--- src/rtl/flobuffer_pkg.sv ---
// Shared types and helpers for the timed output buffer.
package flobuffer_pkg;

    typedef enum logic {
        IDLE = 1'b0,
        WAIT = 1'b1
    } state_t;

    localparam int FLOBUF_DEPTH_DEF = 4;

    // Level counter must represent 0..DEPTH inclusive.
    function automatic int level_w(input int depth);
        return $clog2(depth) + 1;
    endfunction

endpackage

--- src/rtl/flobuffer_fifo.sv ---
// Word storage for the timed buffer: registered write, combinational head read,
// registered level/full/empty and a synchronous flush.
module flobuffer_fifo
    import flobuffer_pkg::*;
#(
    parameter int WIDTH = 23,
    parameter int DEPTH = FLOBUF_DEPTH_DEF
) (
    input  logic                      clk,
    input  logic                      rst_n,
    input  logic                      flush,
    input  logic                      wr_en,
    input  logic [WIDTH-1:0]          wr_data,
    input  logic                      rd_en,
    output logic [WIDTH-1:0]          rd_data,
    output logic [level_w(DEPTH)-1:0] level,
    output logic                      full,
    output logic                      empty
);

    localparam int AW = $clog2(DEPTH);
    localparam int LW = level_w(DEPTH);

    logic [WIDTH-1:0] mem [DEPTH];
    logic [AW-1:0]    wr_ptr;
    logic [AW-1:0]    rd_ptr;
    logic [LW-1:0]    level_nxt;
    logic             do_wr;
    logic             do_rd;

    // full is the registered state, so a pop at the same edge never makes room for a write.
    assign do_wr   = wr_en && !full && !flush;
    assign do_rd   = rd_en && !empty && !flush;
    assign rd_data = mem[rd_ptr];

    // Next occupancy from the accepted write/read pair.
    always_comb begin
        level_nxt = level;
        if (do_wr && !do_rd) begin
            level_nxt = level + 1'b1;
        end else if (!do_wr && do_rd) begin
            level_nxt = level - 1'b1;
        end
    end

    // Pointers and status flags; flush returns everything to the empty state.
    always_ff @(posedge clk or negedge rst_n) begin
        if (!rst_n) begin
            wr_ptr <= '0;
            rd_ptr <= '0;
            level  <= '0;
            full   <= 1'b0;
            empty  <= 1'b1;
        end else if (flush) begin
            wr_ptr <= '0;
            rd_ptr <= '0;
            level  <= '0;
            full   <= 1'b0;
            empty  <= 1'b1;
        end else begin
            if (do_wr) begin
                wr_ptr <= wr_ptr + 1'b1;
            end
            if (do_rd) begin
                rd_ptr <= rd_ptr + 1'b1;
            end
            level <= level_nxt;
            full  <= (level_nxt == LW'(DEPTH));
            empty <= (level_nxt == '0);
        end
    end

    // Storage array write; contents need no reset since level gates every read.
    always_ff @(posedge clk) begin
        if (do_wr) begin
            mem[wr_ptr] <= wr_data;
        end
    end

endmodule

--- src/rtl/flobuffer_timed.sv ---
// Timed output buffer: queues {delay, data} words and emits each one as a
// single-cycle strobe delay+1 cycles after the previous emission.
//
//  state | meaning
//  IDLE  | no countdown running; pops the head word when allowed
//  WAIT  | counting down the popped word's delay; emits when the count expires
module flobuffer_timed
    import flobuffer_pkg::*;
#(
    parameter int DATA_W  = 16,
    parameter int DELAY_W = 7,
    parameter int DEPTH   = FLOBUF_DEPTH_DEF
) (
    input  logic                      clk,
    input  logic                      rst_n,
    input  logic [DATA_W-1:0]         data_i,
    input  logic [DELAY_W-1:0]        delay_i,
    input  logic                      valid_i,
    input  logic                      direct_i,
    input  logic                      hold_i,
    input  logic                      flush_i,
    output logic                      ready_o,
    output logic [DATA_W-1:0]         data_o,
    output logic                      stb_o,
    output logic                      empty_o,
    output logic                      full_o,
    output logic                      err_o,
    output logic [level_w(DEPTH)-1:0] level_o
);

    localparam int WORD_W = DATA_W + DELAY_W;

    state_t              state;
    state_t              state_nxt;
    logic [DELAY_W-1:0]  cnt;
    logic [DELAY_W-1:0]  cnt_nxt;
    logic [DATA_W-1:0]   pend_data;
    logic [WORD_W-1:0]   head_word;
    logic [DATA_W-1:0]   head_data;
    logic [DELAY_W-1:0]  head_delay;
    logic [DATA_W-1:0]   emit_data;
    logic                pop;
    logic                eng_emit;

    flobuffer_fifo #(
        .WIDTH (WORD_W),
        .DEPTH (DEPTH)
    ) u_fifo (
        .clk     (clk),
        .rst_n   (rst_n),
        .flush   (flush_i),
        .wr_en   (valid_i),
        .wr_data ({delay_i, data_i}),
        .rd_en   (pop),
        .rd_data (head_word),
        .level   (level_o),
        .full    (full_o),
        .empty   (empty_o)
    );

    assign ready_o    = !full_o;
    assign head_delay = head_word[WORD_W-1 -: DELAY_W];
    assign head_data  = head_word[DATA_W-1:0];
    // Zero-delay words go straight from the head; delayed words were latched at pop.
    assign emit_data  = (state == IDLE) ? head_data : pend_data;

    // Engine state and countdown register.
    always_ff @(posedge clk or negedge rst_n) begin
        if (!rst_n) begin
            state <= IDLE;
            cnt   <= '0;
        end else begin
            state <= state_nxt;
            cnt   <= cnt_nxt;
        end
    end

    // Next-state, pop and emit decisions; a direct word defers any due emission.
    always_comb begin
        state_nxt = state;
        cnt_nxt   = cnt;
        pop       = 1'b0;
        eng_emit  = 1'b0;
        if (flush_i) begin
            state_nxt = IDLE;
            cnt_nxt   = '0;
        end else begin
            case (state)
                IDLE: begin
                    if (!empty_o && !hold_i && !direct_i) begin
                        pop = 1'b1;
                        if (head_delay == '0) begin
                            eng_emit = 1'b1;
                        end else begin
                            cnt_nxt   = head_delay;
                            state_nxt = WAIT;
                        end
                    end
                end
                WAIT: begin
                    if (!hold_i) begin
                        if (cnt == DELAY_W'(1)) begin
                            if (!direct_i) begin
                                eng_emit  = 1'b1;
                                cnt_nxt   = '0;
                                state_nxt = IDLE;
                            end
                        end else begin
                            cnt_nxt = cnt - 1'b1;
                        end
                    end
                end
                default: begin
                    state_nxt = IDLE;
                    cnt_nxt   = '0;
                end
            endcase
        end
    end

    // Output registers, pending word latch and write-rejection strobe.
    always_ff @(posedge clk or negedge rst_n) begin
        if (!rst_n) begin
            data_o    <= '0;
            stb_o     <= 1'b0;
            err_o     <= 1'b0;
            pend_data <= '0;
        end else begin
            stb_o <= direct_i || eng_emit;
            err_o <= valid_i && full_o && !flush_i;
            if (pop) begin
                pend_data <= head_data;
            end
            if (direct_i) begin
                data_o <= data_i;
            end else if (eng_emit) begin
                data_o <= emit_data;
            end
        end
    end

endmodule

--- config.mk ---
export PLATFORM = sky130hd
export DESIGN_NAME = flobuffer_timed
export DESIGN_NICKNAME = d
export VERILOG_FILES = /design/src/rtl/flobuffer_pkg.sv /design/src/rtl/flobuffer_fifo.sv /design/src/rtl/flobuffer_timed.sv
export SDC_FILE = /design/constraint.sdc
export NUM_CORES = 1
export LEC_CHECK = 0
export CORE_MARGIN = 1
export CORE_UTILIZATION = 30
export CTS_BUF_LIST = sky130_fd_sc_hd__clkbuf_2 sky130_fd_sc_hd__clkbuf_4 sky130_fd_sc_hd__clkbuf_8
export CTS_CLUSTER_SIZE = 24
export DETAILED_ROUTE_END_ITERATION = 8
export GPL_TIMING_DRIVEN = 1
export SLEW_MARGIN = 40
export SYNTH_ARGS = -nofsm -noshare
export SYNTH_HDL_FRONTEND = slang
export SYNTH_HIERARCHICAL = 1
export SYNTH_SLANG_ARGS = --single-unit
--- constraint.sdc ---
create_clock -name clk -period 5.2 [get_ports clk]
set_input_delay 1.04 -clock clk [delete_from_list [all_inputs] [get_ports clk]]
set_output_delay 1.04 -clock clk [all_outputs]
set_load 0.02 [all_outputs]
* Yosys cells after proc, flatten, opt, wreduce, memory -nomap -nowiden
Memories as Yosys holds them, arrays and structs flattened. Index checks and enable logic that the tools add are counted.
Operators by class: mux-type cells 38, add/subtract/negate cells 5, equal/unequal tests 6, bitwise operators 1, reductions and logical operators 24
Operators by type and width (count):
- two-way mux 16 bit | 3
- two-way mux 7 bit | 6
- two-way mux 1 bit | 19
- one-hot mux 7 bit (2 select lines) | 1
- logical AND 1 bit | 10
- two-way mux 3 bit | 3
- two-way mux 2 bit | 4
- equality test 7 x 1 -> 1 bit (second input constant) | 1
- logical NOT 1 bit | 7
- logical NOT 7 bit | 1
- subtractor 7 x 1 -> 7 bit (second input constant) | 1
- inequality test 3 bit (second input constant) | 2
- nonzero test 2 bit | 3
- adder 2 x 1 -> 2 bit (second input constant) | 2
- inequality test 4 bit (second input constant) | 1
- one-hot mux 1 bit (2 select lines) | 2
- AND reduction 4 bit | 1
- adder 3 x 1 -> 3 bit (second input constant) | 1
- equality test 3 bit (second input constant) | 1
- logical NOT 3 bit | 1
- inequality test 3 x 2 -> 1 bit (second input constant) | 1
- subtractor 3 x 1 -> 3 bit (second input constant) | 1
- logical OR 1 bit | 1
- NOT 1 bit | 1
Word-level totals: output and inout bits 24, memories kept 1, RAM bits 92, register bits 51, logic and storage cells 86
Memory list:
- u_fifo.mem | words 4, width 23, read ports 1, clocked after memory_dff 0, write ports 1, RTL line flobuffer_fifo.sv:24 | logic [WIDTH-1:0] mem [DEPTH];

* Longest topological paths before layout
depth in word-level cells 13, depth in mapped cells 9

* Hierarchy
The synthesis kept the hierarchy.
Modules (own cells, without submodules):
- flobuffer_fifo | times used 1, area each 3991.3 µm², cells an instance 187, seq. area each 2989.1 µm²
- flobuffer_timed | times used 1, area each 2257.2 µm², cells an instance 200, seq. area each 1051.0 µm²

* Least setup slack after synthesis
OpenSTA, ideal clock, no wires.
path type input to register, start input port direct_i, end register u_fifo.full, arrival 2778 ps, library setup time 101 ps, required time 5099 ps, path slack 2321 ps, stages on the path 8, cell sequence or4_4 > nor2_8 > buf_2 > nor2b_4 > buf_12 > xnor2_4 > a311oi_2 > nor4_1
On the way: cells in the longest elaborated chain, start to end 12
RTL lines:
- start, declared | RTL line flobuffer_timed.sv:19 | input logic direct_i,
- logical NOT 1 bit (*)
- logical AND 1 bit (*) | RTL line flobuffer_timed.sv:90 | if (!empty_o && !hold_i && !direct_i) begin
- two-way mux 1 bit (*) | RTL line flobuffer_timed.sv:90
- two-way mux 1 bit (*) | RTL line flobuffer_timed.sv:88 | case (state)
- two-way mux 1 bit (*) | RTL line flobuffer_timed.sv:84 | if (flush_i) begin
- net pop | RTL line flobuffer_timed.sv:42 | logic pop;
- logical AND 1 bit (*) (2 in series) | RTL line flobuffer_fifo.sv:33 | assign do_rd = rd_en && !empty && !flush;
- logical AND 1 bit or logical NOT 1 bit (tied branches) | RTL line flobuffer_fifo.sv:41, flobuffer_fifo.sv:39
- two-way mux 3 bit or logical AND 1 bit (tied branches) | RTL line flobuffer_fifo.sv:41, flobuffer_fifo.sv:39
- two-way mux 3 bit (*) | RTL line flobuffer_fifo.sv:39 | if (do_wr && !do_rd) begin
- equality test 3 bit (*) | RTL line flobuffer_fifo.sv:68 | full <= (level_nxt == LW'(DEPTH));
- two-way mux 1 bit (*) | RTL line flobuffer_fifo.sv:54 | end else if (flush) begin
- end signal, assigned | RTL line flobuffer_fifo.sv:68
- end, declared | RTL line flobuffer_fifo.sv:17 | output logic full,
The timed path passes the listed nets; every way through them passes the cells marked *. A chain may end at the register's enable or synchronous reset.

* Final worst setup path
start register u_fifo.rd_ptr[1], end register data_o[8]
On the way: cells in the longest elaborated chain, start to end 7
RTL lines:
- start, declared | RTL line flobuffer_fifo.sv:26 | logic [AW-1:0] rd_ptr;
- start signal, assigned | RTL line flobuffer_fifo.sv:65 | rd_ptr <= rd_ptr + 1'b1;
- memory (4 x 23 bit)
- net head_word[17] | RTL line flobuffer_timed.sv:38 | logic [WORD_W-1:0] head_word;
- logical NOT 7 bit | RTL line flobuffer_timed.sv:92 | if (head_delay == '0) begin
- two-way mux 1 bit | RTL line flobuffer_timed.sv:92
- two-way mux 1 bit | RTL line flobuffer_timed.sv:90
- one-hot mux 1 bit (2 select lines) | RTL line flobuffer_timed.sv:88
- two-way mux 1 bit | RTL line flobuffer_timed.sv:84
- nonzero test 2 bit (no line)
- end signal, assigned | RTL line flobuffer_timed.sv:135 | data_o <= data_i;
- end signal, assigned | RTL line flobuffer_timed.sv:137 | data_o <= emit_data;
- end, declared | RTL line flobuffer_timed.sv:23 | output logic [DATA_W-1:0] data_o,
The timed path passes the listed nets, and every way through them passes these cells. The select of a mux whose other input is x is not followed.

==> flow_summary.toml <==
[critical_path]
cpPeakStageDelay_ns = 0.71
critPathCaptureType = "flip-flop"
start_kind = "flip-flop"
path_class = "flip-flop to flip-flop"
cp_max_fo = 17
r2r_start = "u_fifo/rd_ptr[1]$_DFFE_PN0P_"
crit_start = "u_fifo/rd_ptr[1]$_DFFE_PN0P_"
crit_chain = "buf_4 -> mux4_2 -> nor4_1 -> and2_1 -> a221o_2 -> mux2_2"
cp_data_required_time_ns = 5.52
critPathBufInv = 1
crit_arrival_ns = 3.51
r2r_slack_ns = 2.01
r2r_cells = 6
r2r-end = "data_o[8]$_DFFE_PN0P_"
cp_slowest_cell = "dfrtp_1"
crit_family = "simple AND/OR/NAND/NOR gates"

[cts]
clk_pin_slew_worst_paths_ns = 0.08
post_cts_resize_count = 0
ctsHoldBuffers = 0
post_cts_buffers = 0
cts.sinks = 143
htree_levels = 4
cts_tree = "yes"
clock_path_buffers = 2
clk_latency_ns = 0.43
numCtsBuffers = 17
cts_root_buf = "clkbuf_8"

[cells_and_area]
regArea_sq_um = 4040
fin_area_sq_um = 7430
layout-drive-gt1-share_pct = 22.8
multi_input_area_sq_um = 2020
fin_cells = 730
diodes = 0
nets = 484
area_growth_pct = 18.8
fillers = 1912

[route]
wire_per_inst_microns = 17.6
routed_wl_mm = 12.8
drt_iter0_drc = 212
drc = 0
ant_nets = 0
vias = 3497
first_pass_iters = 5
via_per_inst = 4.79

[floorplan]
io_pins = 53
coreArea_sq_um = 20300
dieArea_sq_um = 21400
start_util_pct = 30.8
row_count = 52
die_h_microns = 146
die_w_microns = 146

[sta]
tns_ns = 0
rsz0062_at_grt = "false"
worst_clock_skew_ns = 0.0106
fin_crit_sh_pct = 61.4
tightestPinTransition_ns = 0.739
setup_viol = 0
fmax_mhz = 313
worst_slack_ns = 2.01
relSlewSlack_pct = 50.7
drv_slew = 0
finalHoldViolCount = 0
period_needed_ns = 3.19

[hold_path]
hp-class = "flip-flop to flip-flop"
holdCritStartpoint = "data_o[6]$_DFFE_PN0P_"
hold_depth = 1
hold_end = "data_o[6]$_DFFE_PN0P_"

[power]
p_leak_uw = 0.00260
power.density_nw_per_um2 = 361
peakVddDrop_mv = 0.197
total_power_uw = 2680

[placement]
portBuffers = 52
dp.cells = 698
gp_congestion = 0.807
dpl_worst_slack_ns = 1.63
placed_area_sq_um = 7030
hpwl_mm = 8.23

[grt]
overflow = 0
grt_max_degree = 52
grt_pass1_vias = 3787
groute.usage.overall_pct = 12.9
antenna_found_initial = 0
grt_pass1_wl_mm = 20.7

[flow_run]
cap_violations = 0

[synth]
synth_area_leaders = "edfxtp_1 44%, dfrtp_1 20%, mux4_2 8.3%, mux2_2 4.1%, mux2i_1 2.7%"
synth_edf_count = 92
syn_inst = 387
yosysSeqAreaShare_pct = 64.7
async_reset_ff_share_pct = 35.7
syn_nets = 424
synth_cell_type_count = 57
synth-seq-cells = 143
syn_area_per_cell_sq_um = 16.1
syn_area_sq_um = 6250
synth_warnings = 6
synth_top_area_share_pct = 44.2
synth_top_flop_cell = "edfxtp_1"
synth_top_area_cell = "edfxtp_1"

[run_status]
status = "finished, final reports clean"
-- metrics by stage --
step	hold slack (ns)	util, %
after floorplan	0.480	-
after global placement	0.475	34.6
after detailed placement	0.478	34.6
after CTS	0.499	36.6
after global routing	0.518	36.6
final	0.489	36.6
-- layout make-up --
cell class,count,share of cell area [%]
inverters,11,0.556
well taps,270,4.55
clock buffers,20,3.54
flip-flops and latches,143,54.4
multi-input cells,212,27.2
repair buffers,62,7.95
clock inverters,12,1.80
-- power by group --
group          switching (uW)  internal, uW  leakage [uW]
sequential               60.6          1330       0.00147
combinational             209           206      0.000925
clock                     422           453      0.000202
total                     692          1990       0.00260
-- routing by layer --
metal,vias up,global-route usage [%],routed length (microns)
li1,1622,-,-
met1,1767,16.4,5530
met2,100,21.3,6390
met3,8,3.75,828
met4,0,4.06,94
met5,-,0,0
-- cell usage in the layout (no fill, tap or decap), drive strengths merged, types with 4 or more instances in the layout --
master         count
a21oi              7
nor2              11
and3               7
ha                 8
dfrtp             50
inv               13
mux4              23
mux2              32
o21ai             19
clkbuf            20
edfxtp            92
clkdlybuf4s50     51
a2bb2oi            4
nand2b             6
buf               11
nor3               7
clkinv             7
mux2i             17
nand2             24
a221oi             4
nor4               4
xnor2              4
-- synthesized netlist by cell type (all sizes together) (2+ instances only) --
cell type	number
a31o	3
nand2	24
nor4	4
nand3	3
xnor2	4
nor2	11
ha	8
a221oi	4
dfrtp	50
a311oi	2
edfxtp	92
inv	10
o32ai	3
a21oi	7
a2bb2oi	4
and3	7
nor3b	2
mux4	23
buf	13
clkbuf	8
o21ai	19
mux2	32
a31oi	2
mux2i	17
nand2b	6
nor3	7
nor2b	3
or4	2
-- registers in the layout (all words and copies together), names as in the netlist, 2 cells and up --
register       flops
u_fifo/rd_ptr      2
data_o            16
pend_data         16
u_fifo/mem        92
cnt                7
u_fifo/wr_ptr      2
u_fifo/level       3
-- kinds of logic after synthesis --
group | share of synthesized area, %
AOI/OAI and AO/OA | 6.33
adders and majority gates | 1.78
and+or+nand+nor | 6.41
DFF | 64.7
muxes | 16.8
buffers and inverters | 3.04
xor gates and xnor gates | 1.00
-- worst max path at each step --
| stage | endpoint | cells after the start |
|---|---|---|
| floorplan | u_fifo/full$_DFF_PN0_ | 8 |
| global placement | data_o[9]$_DFFE_PN0P_ | 5 |
| detailed placement | u_fifo/full$_DFF_PN0_ | 7 |
| CTS | data_o[8]$_DFFE_PN0P_ | 5 |
| global route | data_o[7]$_DFFE_PN0P_ | 5 |
| finish | data_o[8]$_DFFE_PN0P_ | 6 |
Note: power is estimated with default switching activity, not from simulation.
